===== config.mk =====
export PLATFORM = sky130hd
export DESIGN_NAME = farm_sensor_conditioner
export DESIGN_NICKNAME = d
export VERILOG_FILES = /design/src/rtl/farm_sensor_conditioner.sv
export SDC_FILE = /design/constraint.sdc
export NUM_CORES = 1
export LEC_CHECK = 0
export ABC_AREA = 1
export CAP_MARGIN = 20
export CORE_MARGIN = 10
export CORE_UTILIZATION = 45
export CTS_CLUSTER_SIZE = 10
export DETAILED_ROUTE_END_ITERATION = 16
export GPL_TIMING_DRIVEN = 1
export PLACE_DENSITY = 0.68
export REMOVE_ABC_BUFFERS = 1
export SYNTH_ARGS = -nofsm -noshare
export SYNTH_HDL_FRONTEND = slang
export SYNTH_SLANG_ARGS = --single-unit

===== constraint.sdc =====
create_clock -name clk -period 1.9 [get_ports clk]
set_clock_uncertainty 0.1 [all_clocks]
set_input_delay 0.38 -clock clk [delete_from_list [all_inputs] [get_ports clk]]
set_output_delay 0.38 -clock clk [all_outputs]
set_load 0.02 [all_outputs]

===== src/rtl/farm_sensor_conditioner.sv =====
// Conditions the raw farm-road vehicle loop into the controller's C request.
// Synchronise, debounce, latch a service request, count arrivals, flag a stuck loop.
module farm_sensor_conditioner #(
  parameter int DEBOUNCE = 4,
  parameter int STUCK    = 64,
  parameter int CNT_W    = 8
) (
  input  logic             clk,
  input  logic             rst,
  input  logic             sensor_raw,
  input  logic             FG,
  input  logic             count_clr,
  output logic             C,
  output logic             veh_pulse,
  output logic [CNT_W-1:0] car_count,
  output logic             fault
);
  localparam int DC_W = (DEBOUNCE > 1) ? $clog2(DEBOUNCE) : 1;
  localparam int SC_W = $clog2(STUCK + 1);
  localparam logic [DC_W-1:0]  DC_MAX  = DC_W'(DEBOUNCE - 1);
  localparam logic [SC_W-1:0]  SC_MAX  = SC_W'(STUCK);
  localparam logic [CNT_W-1:0] CNT_MAX = '1;

  logic             s1_q, s1_d, s2_q, s2_d;
  logic             deb_q, deb_d, deb_dly_q, deb_dly_d;
  logic [DC_W-1:0]  dcnt_q, dcnt_d;
  logic             req_q, req_d;
  logic             veh_pulse_q, veh_pulse_d;
  logic [SC_W-1:0]  scnt_q, scnt_d;
  logic             fault_q, fault_d;
  logic [CNT_W-1:0] car_count_q, car_count_d;

  always_comb begin
    s1_d        = sensor_raw;
    s2_d        = s1_q;
    deb_d       = deb_q;
    dcnt_d      = '0;
    deb_dly_d   = deb_q;
    veh_pulse_d = deb_q & ~deb_dly_q;
    req_d       = req_q;
    scnt_d      = '0;
    fault_d     = 1'b0;
    car_count_d = car_count_q;

    // A new level is adopted only after DEBOUNCE consecutive disagreeing samples.
    if (s2_q != deb_q) begin
      if (dcnt_q == DC_MAX) deb_d = s2_q;
      else                  dcnt_d = dcnt_q + DC_W'(1);
    end

    if (veh_pulse_q) req_d = 1'b1;
    else if (FG)     req_d = 1'b0;

    if (deb_q) begin
      scnt_d  = (scnt_q == SC_MAX) ? SC_MAX : scnt_q + SC_W'(1);
      fault_d = fault_q | (scnt_d == SC_MAX);
    end

    if (count_clr)                                car_count_d = '0;
    else if (veh_pulse_q && car_count_q != CNT_MAX) car_count_d = car_count_q + CNT_W'(1);
  end

  always_ff @(posedge clk) begin
    if (rst) begin
      s1_q        <= 1'b0;
      s2_q        <= 1'b0;
      deb_q       <= 1'b0;
      deb_dly_q   <= 1'b0;
      dcnt_q      <= '0;
      req_q       <= 1'b0;
      veh_pulse_q <= 1'b0;
      scnt_q      <= '0;
      fault_q     <= 1'b0;
      car_count_q <= '0;
    end else begin
      s1_q        <= s1_d;
      s2_q        <= s2_d;
      deb_q       <= deb_d;
      deb_dly_q   <= deb_dly_d;
      dcnt_q      <= dcnt_d;
      req_q       <= req_d;
      veh_pulse_q <= veh_pulse_d;
      scnt_q      <= scnt_d;
      fault_q     <= fault_d;
      car_count_q <= car_count_d;
    end
  end

  // A stuck loop keeps only its latched request, so it is served once.
  assign C         = fault_q ? req_q : (deb_q | req_q);
  assign veh_pulse = veh_pulse_q;
  assign car_count = car_count_q;
  assign fault     = fault_q;
endmodule


==> results_dict.tcl, run 1 <==
set metrics [dict create \
    cts_root_buffer "clkbuf_4" \
    hp-class "register to register" \
    fmax_mhz 551 \
    ios 16 \
    nets 180 \
    die_h_um 69.0 \
    grt_pass1_vias 916 \
    hold_buffers 0 \
    hpwlAfterDp_mm 1.65 \
    drt-total-wl_mm 2.09 \
    cp_slowest_cell "clkdlybuf4s50_1" \
    drc 0 \
    syn_avg_cell_area_um2 7.21 \
    synth_edf_count 0 \
    power.static_leakage_nw 0.614 \
    rsz0062_at_grt "no" \
    hold_depth 1 \
    synthTopCellsByCount "nand2_1 (32), nor2_1 (28), dfxtp_1 (24)" \
    postRouteAntennaNets 0 \
    layout-drive-gt1-share_pct 5.92 \
    dominantRegCellSynth "dfxtp_1" \
    yosysMostFrequentCell "nand2_1" \
    synthArstFlopShare_pct 0 \
    first_pass_iters 4 \
    antenna_found_initial 0 \
    cp_max_fo 4 \
    tritoncts "yes" \
    vias_per_cell 4.79 \
    critPathRequiredTime_ps 1420 \
    timing.final.crit_share_pct 95.5 \
    ys_warn_count 0 \
    powerDensity_nw_per_um2 569 \
    finalHoldViolCount 0 \
    initial_core_util_pct 47.9 \
    period_needed_ps 1810 \
    path_clk_slew_ps 120 \
    n_fill_cell 240 \
    place_inst 194 \
    die_w_um 69.0 \
    min_from "deb_dly_q$_SDFF_PP0_" \
    grt_max_degree 13 \
    grt_pass1_wl_mm 3.67 \
    grt_use_total_pct 8.81 \
    fin_util_pct 57.9 \
    setup_tns_ps 0 \
    crit_type "register to primary output" \
    max_stage_delay_ps 630 \
    slew_headroom_pct 80.1 \
    num_vias 943 \
    crit_path_start_kind "register" \
    cts_num_sinks 24 \
    yosysTopAreaCell "dfxtp_1" \
    critPathTopFamily "buffers and inverters" \
    dp_slack_ps 275 \
    antenna_cells 0 \
    crit_arrival_ps 1330 \
    drv_cap 0 \
    worstPathCellList "clkdlybuf4s50_1" \
    reg2reg_depth 8 \
    worstMarginPinSlew_ps 297 \
    fin_ws_ps 86.3 \
    timing.rr.start "car_count[0]$_SDFFE_PP0P_" \
    ir_drop_v 0.000423 \
    port_buffers 15 \
    total_power_uw 742 \
    clk_path_buf_depth 2 \
    gp_congestion 0.784 \
    post_cts.repair.setup_buffers 0 \
    core_area_um2 2250 \
    ys_types 22 \
    h-tree-depth 1 \
    synthTopCellsByArea "dfxtp_1 (44%), nand2_1 (11%), nor2_1 (9.7%)" \
    clock_latency_ps 310 \
    outcome "finished clean" \
    syn_inst 150 \
    synth_top_area_share_pct 44.4 \
    worstReg2RegEnd "car_count[3]$_SDFFE_PP0P_" \
    setup_violations 0 \
    dieArea_um2 4760 \
    instances_no_fill 197 \
    synth.cell_area_um2 1080 \
    ys_seq_area_share_pct 44.4 \
    end_kind "primary output" \
    drt_iter0_markers 65 \
    r2r_slack_ps 360 \
    crit_buf_inv 1 \
    fp-row-count 17 \
    ys_ff_latch 24 \
    gr-total-overflow 0 \
    wl_per_cell_um 10.6 \
    whs_endpoint "veh_pulse$_SDFF_PP0_" \
    slew_violations 0 \
    area_delta_synth_final_pct 20.7 \
    numCtsBuffers 3 \
    cts.repair.resized 1 \
]
-- sequential cells by signal, indices dropped and copies added, names as in the netlist --
name and cells:
req_q 1, veh_pulse 1, dcnt_q 2, s1_q 1
s2_q 1, car_count 8, deb_dly_q 1, fault 1
deb_dly_d 1, scnt_q 7
-- per-stage QoR --
| step | hold WS (ps) | cell area, µm² |
|---|---|---|
| after floorplan | 268 | 1080 |
| after global placement | 279 | 1270 |
| after detailed placement | 273 | 1270 |
| after CTS | 294 | 1290 |
| after global routing | 307 | 1310 |
| final | 292 | 1310 |
-- cells by family after synthesis --
family	synth area share [%]
compound gates	10.5
xor+xnor	1.62
fa+ha+maj	4.63
buf+inv	8.33
flops	44.4
simple gates	30.4
-- layout by cell type (no fill, tap or decap) --
| master | Yosys | routed |
|---|---|---|
| a211oi_1 | 1 | 1 |
| a21oi_1 | 11 | 11 |
| a21oi_2 | 1 | 1 |
| buf_4 | 0 | 1 |
| clkbuf_4 | 0 | 3 |
| clkdlybuf4s50_1 | 0 | 10 |
| clkinv_1 | 1 | 1 |
| dfxtp_1 | 24 | 24 |
| dlygate4sd2_1 | 0 | 1 |
| dlymetal6s2s_1 | 0 | 4 |
| ha_1 | 4 | 4 |
| inv_1 | 22 | 22 |
| inv_2 | 1 | 1 |
| nand2_1 | 32 | 32 |
| nand2_2 | 2 | 2 |
| nand2_4 | 1 | 1 |
| nand3_1 | 7 | 7 |
| nand3b_1 | 1 | 1 |
| nand4_1 | 1 | 1 |
| nor2_1 | 28 | 28 |
| nor3_1 | 3 | 3 |
| nor3_4 | 1 | 1 |
| o211ai_1 | 1 | 1 |
| o21ai_0 | 2 | 2 |
| o21ai_1 | 2 | 2 |
| o21bai_1 | 2 | 2 |
| xor2_1 | 2 | 2 |
-- layout make-up --
type | count | area, µm² | area share [%]
sequential | 24 | 480 | 36.8
tap | 28 | 35.0 | 2.68
timing repair buffer | 16 | 166 | 12.8
multi-input combinational | 102 | 510 | 39.1
inverter | 24 | 90.1 | 6.90
clock buffer | 3 | 22.5 | 1.73
-- worst max-delay path by stage --
stage | endpoint | from | slack (ps) | depth (start not counted)
after global placement | C | deb_dly_d$_SDFFE_PP0P_ | 300 | 3
after CTS | veh_pulse | veh_pulse$_SDFF_PP0_ | 1 | 1
final | car_count[0] | car_count[0]$_SDFFE_PP0P_ | 90 | 1
after detailed placement | C | deb_dly_d$_SDFFE_PP0P_ | 270 | 3
after floorplan | car_count[3]$_SDFFE_PP0P_ | car_count[1]$_SDFFE_PP0P_ | 330 | 8
after global routing | car_count[6] | car_count[6]$_SDFFE_PP0P_ | 20 | 1
-- routing by layer --
layer | up-vias | wire, µm | global-route usage (%) | share of wire (%)
met4 | 0 | 46 | 4.66 | 2.2
met2 | 15 | 1010 | 15.5 | 48
met3 | 5 | 107 | 3.00 | 5.1
li1 | 509 | - | - | -
met5 | - | 0 | 0 | 0
met1 | 414 | 923 | 8.89 | 44
-- where the power goes --
group | internal (mW) | leakage, nW | switching [mW]
clock network | 0.0741 | 0.0138 | 0.141
logic | 0.0114 | 0.406 | 0.00868
registers | 0.506 | 0.194 | 0.00126
Power figures use the tool's default switching activity.
==> run 2, diff against run 1 <==
--- a/config.mk
+++ b/config.mk
@@ -11,7 +11,8 @@
 export CORE_UTILIZATION = 45
 export CTS_CLUSTER_SIZE = 10
 export DETAILED_ROUTE_END_ITERATION = 16
-export GPL_TIMING_DRIVEN = 1
+export GPL_TIMING_DRIVEN = 0
+export MAX_ROUTING_LAYER = met4
 export PLACE_DENSITY = 0.68
 export REMOVE_ABC_BUFFERS = 1
 export SYNTH_ARGS = -nofsm -noshare
==> results_dict.tcl, run 2 (synthesized netlist as in run 1, its figures left out) <==
set metrics [dict create \
    cts_num_sinks 24 \
    antenna_found_initial 0 \
    hpwlAfterDp_mm 1.57 \
    gp_congestion 0.839 \
    layout-drive-gt1-share_pct 5.92 \
    path_clk_slew_ps 120 \
    numCtsBuffers 3 \
    cp_max_fo 4 \
    grt_max_degree 14 \
    slew_headroom_pct 79.9 \
    gr-total-overflow 0 \
    place_inst 193 \
    h-tree-depth 1 \
    worstMarginPinSlew_ps 300 \
    n_fill_cell 226 \
    max_stage_delay_ps 630 \
    port_buffers 15 \
    crit_type "register to primary output" \
    nets 179 \
    timing.rr.start "car_count[0]$_SDFFE_PP0P_" \
    postRouteAntennaNets 0 \
    cp-startpoint "car_count[0]$_SDFFE_PP0P_" \
    total_power_uw 787 \
    cts_root_buffer "clkbuf_4" \
    area_delta_synth_final_pct 21.3 \
    dieArea_um2 4760 \
    tritoncts "yes" \
    drv_cap 0 \
    ios 16 \
    clock_latency_ps 310 \
    power.static_leakage_nw 0.616 \
    period_needed_ps 1820 \
    grt_pass1_vias 863 \
    ir_drop_v 0.000382 \
    critPathRequiredTime_ps 1420 \
    grt_pass1_wl_mm 3.51 \
    die_h_um 69.0 \
    drt_iter0_markers 46 \
    rsz0062_at_grt "no" \
    crit_arrival_ps 1340 \
    end_kind "primary output" \
    first_pass_iters 4 \
    drc 0 \
    r2r_slack_ps 340 \
    outcome "finished clean" \
    wl_per_cell_um 10.1 \
    worst-path-stages 1 \
    reg2reg_depth 8 \
    largest_reg_flops 8 \
    drt-total-wl_mm 2.00 \
    vias_per_cell 4.82 \
    hp-class "register to register" \
    antenna_cells 0 \
    crit_buf_inv 1 \
    timing.final.crit_share_pct 95.9 \
    grt_use_total_pct 8.73 \
    most-common-layout-cells "nand2_1 (32), nor2_1 (28), dfxtp_1 (24)" \
    initial_core_util_pct 47.9 \
    cp_slowest_cell "clkdlybuf4s50_1" \
    setup_tns_ps 0 \
    fmax_mhz 549 \
    setup_violations 0 \
    fp-row-count 17 \
    clk_path_buf_depth 2 \
    die_w_um 69.0 \
    crit_end "car_count[0]" \
    hold_depth 1 \
    crit_path_start_kind "register" \
    finalHoldViolCount 0 \
    worstReg2RegEnd "car_count[3]$_SDFFE_PP0P_" \
    critPathTopFamily "buffers and inverters" \
    hold_buffers 0 \
    core_area_um2 2250 \
    slew_violations 0 \
    instances_no_fill 197 \
    powerDensity_nw_per_um2 600 \
    num_vias 949 \
    final_common_cell "nand2_1" \
    worstPathCellList "clkdlybuf4s50_1" \
]
[run 2: cell types whose count changed in the layout (fill, tap and decap cells not counted)]
cell / delta
buf_4: -1
clkbuf_8: +1
[run 2: repair_timing]
| item | in CTS | in global routing |
|---|---|---|
| resized for setup | 1 | 4 |
| setup endpoints to repair | 1 | 4 |
| setup buffers | 0 | 0 |
[run 2: how the worst min path moves through the flow]
stage / from / endpoint / slack (ps)
2_1_floorplan: deb_dly_q$_SDFF_PP0_ / veh_pulse$_SDFF_PP0_ / 270
3_3_place_gp: deb_dly_q$_SDFF_PP0_ / veh_pulse$_SDFF_PP0_ / 280
3_5_place_dp: deb_dly_q$_SDFF_PP0_ / veh_pulse$_SDFF_PP0_ / 280
4_1_cts: deb_dly_q$_SDFF_PP0_ / veh_pulse$_SDFF_PP0_ / 300
5_1_grt: deb_dly_q$_SDFF_PP0_ / veh_pulse$_SDFF_PP0_ / 310
6_report: deb_dly_q$_SDFF_PP0_ / veh_pulse$_SDFF_PP0_ / 300
[run 2: where the power goes]
group	internal [mW]	total (mW)	switching, mW
Combinational	0.0101	0.0183	0.00820
Sequential	0.506	0.507	0.00114
Clock	0.117	0.262	0.145
[run 2: worst reg2reg max path, cell delays in order, from the launching register on]
cell and delay, ps:
dfxtp_1 400, ha_1 220, nand2_2 90, nor3_4 240, nand2_2 90, nand2_4 110, o21ai_0 100, nand2_1 70
nor2_1 40
[run 2: layer usage]
metal	GRT usage (%)	share of wire (%)	up-vias
met1	9.46	48	413
met2	14.2	48	22
met3	2.43	3.3	6
met4	4.43	1.5	0
met5	-	0	-
li1	-	-	508
[run 2: per-stage QoR]
stage / area [µm²] / worst slack (ps) / hold slack (ps) / utilization, %
finish: 1310 / 78.8 / 296 / 58.2
global route: 1310 / 13.9 / 310 / 58.2
global placement: 1270 / 225 / 276 / 56.2
floorplan: 1080 / 325 / 268 / -
CTS: 1300 / 8.83 / 299 / 57.7
detailed placement: 1270 / 215 / 281 / 56.2
[run 2: final cells by class]
cell class / instances / area (µm²) / area share, %
tap: 28 / 35.0 / 2.67
sequential: 24 / 480 / 36.6
inverter: 24 / 90.1 / 6.87
clock buffer: 4 / 36.3 / 2.77
timing repair buffer: 15 / 159 / 12.1
multi-input combinational: 102 / 510 / 38.9
